### src/rtl/core_arb_pkg.sv
// rtl/core_arb_pkg.sv - arbiter state type and downstream opcode/size encodings
package core_arb_pkg;

  typedef enum logic [1:0] {
    IDLE  = 2'd0,
    GNT_I = 2'd1,
    GNT_D = 2'd2
  } arb_state_t;

  localparam logic [2:0] COP_RD    = 3'd0;
  localparam logic [2:0] COP_WR    = 3'd1;

  localparam logic [2:0] SIZE_BYTE = 3'd0;
  localparam logic [2:0] SIZE_HALF = 3'd1;
  localparam logic [2:0] SIZE_WORD = 3'd2;

endpackage

### src/rtl/core_nc_check.sv
// rtl/core_nc_check.sv - non-cacheable region match on base/mask, shared with the pipeline
module core_nc_check #(
  parameter int ADDR_WIDTH = 32
) (
  input  logic [ADDR_WIDTH-1:0] addr,
  input  logic [ADDR_WIDTH-1:0] base,
  input  logic [ADDR_WIDTH-1:0] mask,
  output logic                  hit
);

  // Mask bits mark the offset within the region; the rest must equal the base.
  assign hit = ((addr & ~mask) == base);

endmodule

### src/rtl/core_mem_arb.sv
// rtl/core_mem_arb.sv - instruction/data arbiter onto a single downstream memory port
// CORE_ARB_RR_EN selects round-robin tie-breaking; otherwise data has fixed priority.
module core_mem_arb
  import core_arb_pkg::*;
#(
  parameter int ADDR_WIDTH = 32,
  parameter int DATA_WIDTH = 32
) (
  input  logic                  clk,
  input  logic                  rst_n,
  input  logic                  i_req_val,
  input  logic [ADDR_WIDTH-1:0] i_req_addr,
  output logic                  i_req_ack,
  output logic [DATA_WIDTH-1:0] i_ack_rdata,
  input  logic                  d_req_val,
  input  logic [ADDR_WIDTH-1:0] d_req_addr,
  input  logic [2:0]            d_req_cop,
  input  logic [DATA_WIDTH-1:0] d_req_wdata,
  input  logic [2:0]            d_req_size,
  output logic                  d_req_ack,
  output logic [DATA_WIDTH-1:0] d_ack_rdata,
  input  logic [ADDR_WIDTH-1:0] ncache_base,
  input  logic [ADDR_WIDTH-1:0] ncache_mask,
  output logic                  m_req_val,
  output logic [ADDR_WIDTH-1:0] m_req_addr,
  output logic [2:0]            m_req_cop,
  output logic [DATA_WIDTH-1:0] m_req_wdata,
  output logic [2:0]            m_req_size,
  output logic                  m_req_nc,
  input  logic                  m_req_ack,
  input  logic [DATA_WIDTH-1:0] m_ack_rdata
);

  arb_state_t state_q, state_d;
  logic       pick_d;
  logic       nc_hit;

`ifdef CORE_ARB_RR_EN
  // 1 = data was granted last; resets to instruction so data wins the first tie.
  logic       last_gnt_q, last_gnt_d;
`endif

  always_comb begin
    state_d = state_q;
    pick_d  = d_req_val;
`ifdef CORE_ARB_RR_EN
    last_gnt_d = last_gnt_q;
    if (i_req_val && d_req_val) pick_d = ~last_gnt_q;
`else
    if (i_req_val && d_req_val) pick_d = 1'b1;
`endif
    case (state_q)
      IDLE: begin
        if (i_req_val || d_req_val) state_d = pick_d ? GNT_D : GNT_I;
      end
      GNT_I: begin
        if (m_req_ack) begin
          state_d = IDLE;
`ifdef CORE_ARB_RR_EN
          last_gnt_d = 1'b0;
`endif
        end
      end
      GNT_D: begin
        if (m_req_ack) begin
          state_d = IDLE;
`ifdef CORE_ARB_RR_EN
          last_gnt_d = 1'b1;
`endif
        end
      end
      default: state_d = IDLE;
    endcase
  end

  always_ff @(posedge clk or negedge rst_n) begin
    if (!rst_n) begin
      state_q <= IDLE;
`ifdef CORE_ARB_RR_EN
      last_gnt_q <= 1'b0;
`endif
    end else begin
      state_q <= state_d;
`ifdef CORE_ARB_RR_EN
      last_gnt_q <= last_gnt_d;
`endif
    end
  end

  // Downstream request and the ack return path follow the grant combinationally.
  always_comb begin
    m_req_val   = 1'b0;
    m_req_addr  = '0;
    m_req_cop   = '0;
    m_req_wdata = '0;
    m_req_size  = '0;
    i_req_ack   = 1'b0;
    i_ack_rdata = '0;
    d_req_ack   = 1'b0;
    d_ack_rdata = '0;
    case (state_q)
      GNT_I: begin
        m_req_val   = i_req_val;
        m_req_addr  = i_req_addr;
        m_req_cop   = COP_RD;
        m_req_size  = SIZE_WORD;
        i_req_ack   = m_req_ack;
        i_ack_rdata = m_req_ack ? m_ack_rdata : '0;
      end
      GNT_D: begin
        m_req_val   = d_req_val;
        m_req_addr  = d_req_addr;
        m_req_cop   = d_req_cop;
        m_req_wdata = d_req_wdata;
        m_req_size  = d_req_size;
        d_req_ack   = m_req_ack;
        d_ack_rdata = m_req_ack ? m_ack_rdata : '0;
      end
      default: ;
    endcase
  end

  core_nc_check #(
    .ADDR_WIDTH(ADDR_WIDTH)
  ) u_nc_check (
    .addr(m_req_addr),
    .base(ncache_base),
    .mask(ncache_mask),
    .hit (nc_hit)
  );

  // The tag is only meaningful while a request is presented; idle outputs stay at zero.
  assign m_req_nc = nc_hit && (state_q != IDLE);

  a_i_held: assert property (@(posedge clk) disable iff (!rst_n)
    (state_q == GNT_I) |-> i_req_val);
  a_d_held: assert property (@(posedge clk) disable iff (!rst_n)
    (state_q == GNT_D) |-> d_req_val);
  a_no_idle_ack: assert property (@(posedge clk) disable iff (!rst_n)
    (state_q == IDLE) |-> !m_req_ack);

endmodule
### config.mk
export PLATFORM = sky130hd
export DESIGN_NAME = core_mem_arb
export DESIGN_NICKNAME = d
export VERILOG_FILES = /design/src/rtl/core_arb_pkg.sv /design/src/rtl/core_nc_check.sv /design/src/rtl/core_mem_arb.sv
export SDC_FILE = /design/constraint.sdc
export NUM_CORES = 1
export LEC_CHECK = 0
export BUFFER_PORTS_ARGS = -buffer_cell sky130_fd_sc_hd__buf_2
export CAP_MARGIN = 15
export CORE_AREA = 2 2 133 135
export DETAILED_ROUTE_END_ITERATION = 6
export DIE_AREA = 0 0 135 137
export HOLD_SLACK_MARGIN = 0.06
export PLACE_DENSITY = 0.51
export SLEW_MARGIN = 20
export SYNTH_ARGS = -nofsm -noshare
export SYNTH_HDL_FRONTEND = slang
export SYNTH_HIERARCHICAL = 1
export SYNTH_SLANG_ARGS = --single-unit
export TNS_END_PERCENT = 100
### constraint.sdc
create_clock -name clk -period 6.1 [get_ports clk]
set_input_delay 0.305 -clock clk [delete_from_list [all_inputs] [get_ports clk]]
set_output_delay 0.305 -clock clk [all_outputs]
set_load 0.02 [all_outputs]
==> summary.md <==
| Metric | Value |
|---|---|
| Status | `completed` |
| Setup ws final | `about 2.1 ns` |
| Highest Clock Rate | `around 250 MHz` |
| Layout cells sized above 1 | `58.7%` |
| TNS Setup | `0 ns` |
| Post-Layout Cell Count | `about 830` |
| Syn Area/Cell | `a little under 7 um^2` |
| Register name with the most flops | `state_q` |
| Aggregate routed wire length | `11,300 um` |
| Max FFs per register | `2` |
| CP max stage cell | `ha_2` |
| Row cnt | `48` |
| I/O pin cnt | `around 340` |
| Flops & latches, synth | `2` |
| Post-DP Area | `a little under 4000 um^2` |
| Hold WC Path Type | `input port to flip-flop` |
| CP max FO | `47` |
| Vias in the first global route | `slightly below 3,000` |
| Antenna Nets Post-Route | `0` |
| Max-Cap Viols | `0` |
| Crit path DAT | `3.70 ns` |
| Routed via count | `around 3,300` |
| Pre-antenna DRT Iters | `4` |
| Worst path max stage delay | `between 0.4 and 0.5 ns` |
| Max VDD drop | `about 0.17 mV` |
| Drt drc | `0` |
| GP Congestion | `0.775` |
| M1 GR Usage | `13.0%` |
| Gr usage total | `around a tenth` |
| Vias per inst | `between 3 and 4` |
| Slew Limit Fails | `0` |
| Syn nets | `approximately 500` |
| Cells after Synth | `290` |
| # diodes | `0` |
| Critical path class | `flip-flop to output port` |
| Die Wd | `approximately 140 um` |
| Initial antenna violation count | `0` |
| Reg2reg setup slack | `4.23 ns` |
| Worst path bufs/invs | `3` |
| Largest net degree at the start of global routing | `68` |
| Deepest clock path buffer count | `2` |
| Placed cells | `829` |
| Area contributors post-synth | `and3_1 (20%), xnor2_1 (14%), a22oi_1 (12%)` |
| Synthesized cell area | `about 2000 um^2` |
| Global route hottest layer | `met2` |
| Startpoint types | `flip-flop` |
| Netlist cell types | `24` |
| Setup Fix Bufs, Post-CTS | `0` |
| Clock Sink Count | `2` |
| Ys Warns | `6` |
| Area grow syn2layout | `96.3%` |
| Most used cell, CP | `nor2b_1` |
| Dpl hpwl | `9370 um` |
| Total power | `~1.2 mW` |
| Area of the die | `about 18,000 um^2` |
| Worst-path clk slew | `0.03 ns` |
| Synth area leader | `and3_1` |
| Buffers on Ports | `340` |
| CTS tree | `done` |
| Initial Utilization | `between 10% and 20%` |
| Layout Skew | `0.000304 ns` |
| Worst skew pair latency | `~0.22 ns` |
| Endpoints failing hold | `0` |
| Delay-heaviest family, CP | `simple AND/OR/NAND/NOR gates` |
| Grt met2 use | `19.6%` |
| Leakage | `about 2.4 nW` |
| Final Cycle Share | `65.7%` |
| Top Registers | `state_q x2` |
| # setup viols final | `0` |
| Cell area after layout | `about 3900 um^2` |
| Die Height | `around 140 um` |
| Wirelength per Cell | `about 14 um` |
| First-pass GRT wire length | `approximately 15,000 um` |
| Worst Path Required | `approximately 5.8 ns` |
| # resized after CTS | `0` |
| Crit path time final | `4.01 ns` |
| Core area | `roughly 17,000 um^2` |
| Worst path cell trace | `inv_1 > ha_2 > buf_4 > a22oi_1 > nor2b_1 > nand2b_2 > xnor2_1 > nor4_1 > nand4_1 > nor2_1 > nor2b_1 > buf_2` |
| H-tree depth | `1` |
| Yosys top cell area share | `19.9%` |
| CTS Hold Bufs | `1` |
| Worst-Margin Slew | `0.789 ns` |
| Num CTS Buffers | `3` |
| Total gr overflow | `0` |
| Pwr/cell area | `between 200 and 300 nW/um^2` |
| Starting DRT DRC Count | `roughly 150` |
| # nets final | `~800` |
| Clk root buf | `clkbuf_16` |
| Pre-CTS setup slack | `2.16 ns` |
| Seq/Total Area, Yosys | `under 10%` |
| Met3 Resource Use GR | `~1.3%` |
| Worst slew margin | `47.4%` |
| RSZ-0062 raised after global routing | `no` |
| Endpoint type of the worst setup path | `output port` |
==> final cells by class <==
| class | count | area, um^2 |
|---|---|---|
| clock buffers | 3 | 75.1 |
| fillers | 1935 | 13100 |
| inverters | 3 | 11.3 |
| multi-input cells | 257 | 1800 |
| flip-flops and latches | 2 | 50.0 |
| well taps | 225 | 282 |
| repair buffers | 343 | 1730 |
==> where the power goes <==
part / switching, mW / total [mW] / internal (mW)
Clock: 0.0148 / 0.0981 / 0.0834
Combinational: 0.640 / 1.04 / 0.398
Sequential: 0.00583 / 0.0247 / 0.0189
==> logic make-up (layout without fill, tap and decap cells) <==
group,after synthesis,count (layout),share of synthesized area (%)
AO/OA/AOI/OAI,38,38,14.0
XOR/XNOR,32,32,14.0
adder cells (fa/ha/maj),4,4,2.49
buffers and inverters,31,349,8.85
flip-flops,2,2,2.49
AND/OR/NAND/NOR,183,183,58.3
==> worst reg2reg max path, cell delays in order, from the launching register on <==
cell and delay [ns]:
dfrtp_1 0.41, inv_1 0.09, ha_2 0.72, nand2b_1 0.21
o21ai_0 0.12, a21boi_0 0.22
==> Yosys cell counts (all sizes together) <==
library cell   n
nor2           1
a21oi          1
nor4           8
nand2b        33
nand2          1
and2          39
a21boi         1
xnor2         32
and3          64
dfrtp          2
nor2b         35
clkbuf        12
nand4          2
a22oi         33
ha             4
o21ai          2
a32o           1
buf           16
inv            3
==> layer usage <==
metal / share of wire, % / routed length [um]
met5: 0 / 0
met3: 7.9 / 896
met1: 40 / 4510
met2: 51 / 5780
met4: 0.81 / 91
==> final timing paths <==
kind                       cells past startpoint              startpoint                      to
min in group asynchronous                      2                   rst_n  state_q[0]$_DFFE_PN0P_
hold reg to reg                                1  state_q[1]$_DFFE_PN0P_  state_q[1]$_DFFE_PN0P_
setup reg to reg                               5  state_q[1]$_DFFE_PN0P_  state_q[0]$_DFFE_PN0P_
max in group asynchronous                      2                   rst_n  state_q[1]$_DFFE_PN0P_
setup / recovery                              12  state_q[1]$_DFFE_PN0P_                m_req_nc
hold / removal                                 3               i_req_val  state_q[0]$_DFFE_PN0P_
==> through the flow <==
stage	hold slack, ns	utilization, %
floorplan	0.00941	-
global placement	0.0956	22.5
CTS	0.378	23.1
global route	0.399	23.1
detailed placement	0.0950	22.6
finish	0.375	23.1
==> placed cells by master (no fill, tap or decap), types with 2 or more instances in the layout <==
master,netlist,routed
a22oi_1,33,33
and2_1,39,39
and3_1,64,64
buf_2,7,340
buf_4,5,2
clkbuf_16,0,3
dfrtp_1,2,2
ha_2,0,2
inv_1,3,3
nand2b_1,26,26
nand2b_2,7,7
nand4_1,2,2
nor2b_1,35,35
nor4_1,6,6
nor4_2,2,2
o21ai_0,2,2
xnor2_1,32,32
(Power assumes the default switching activity.)
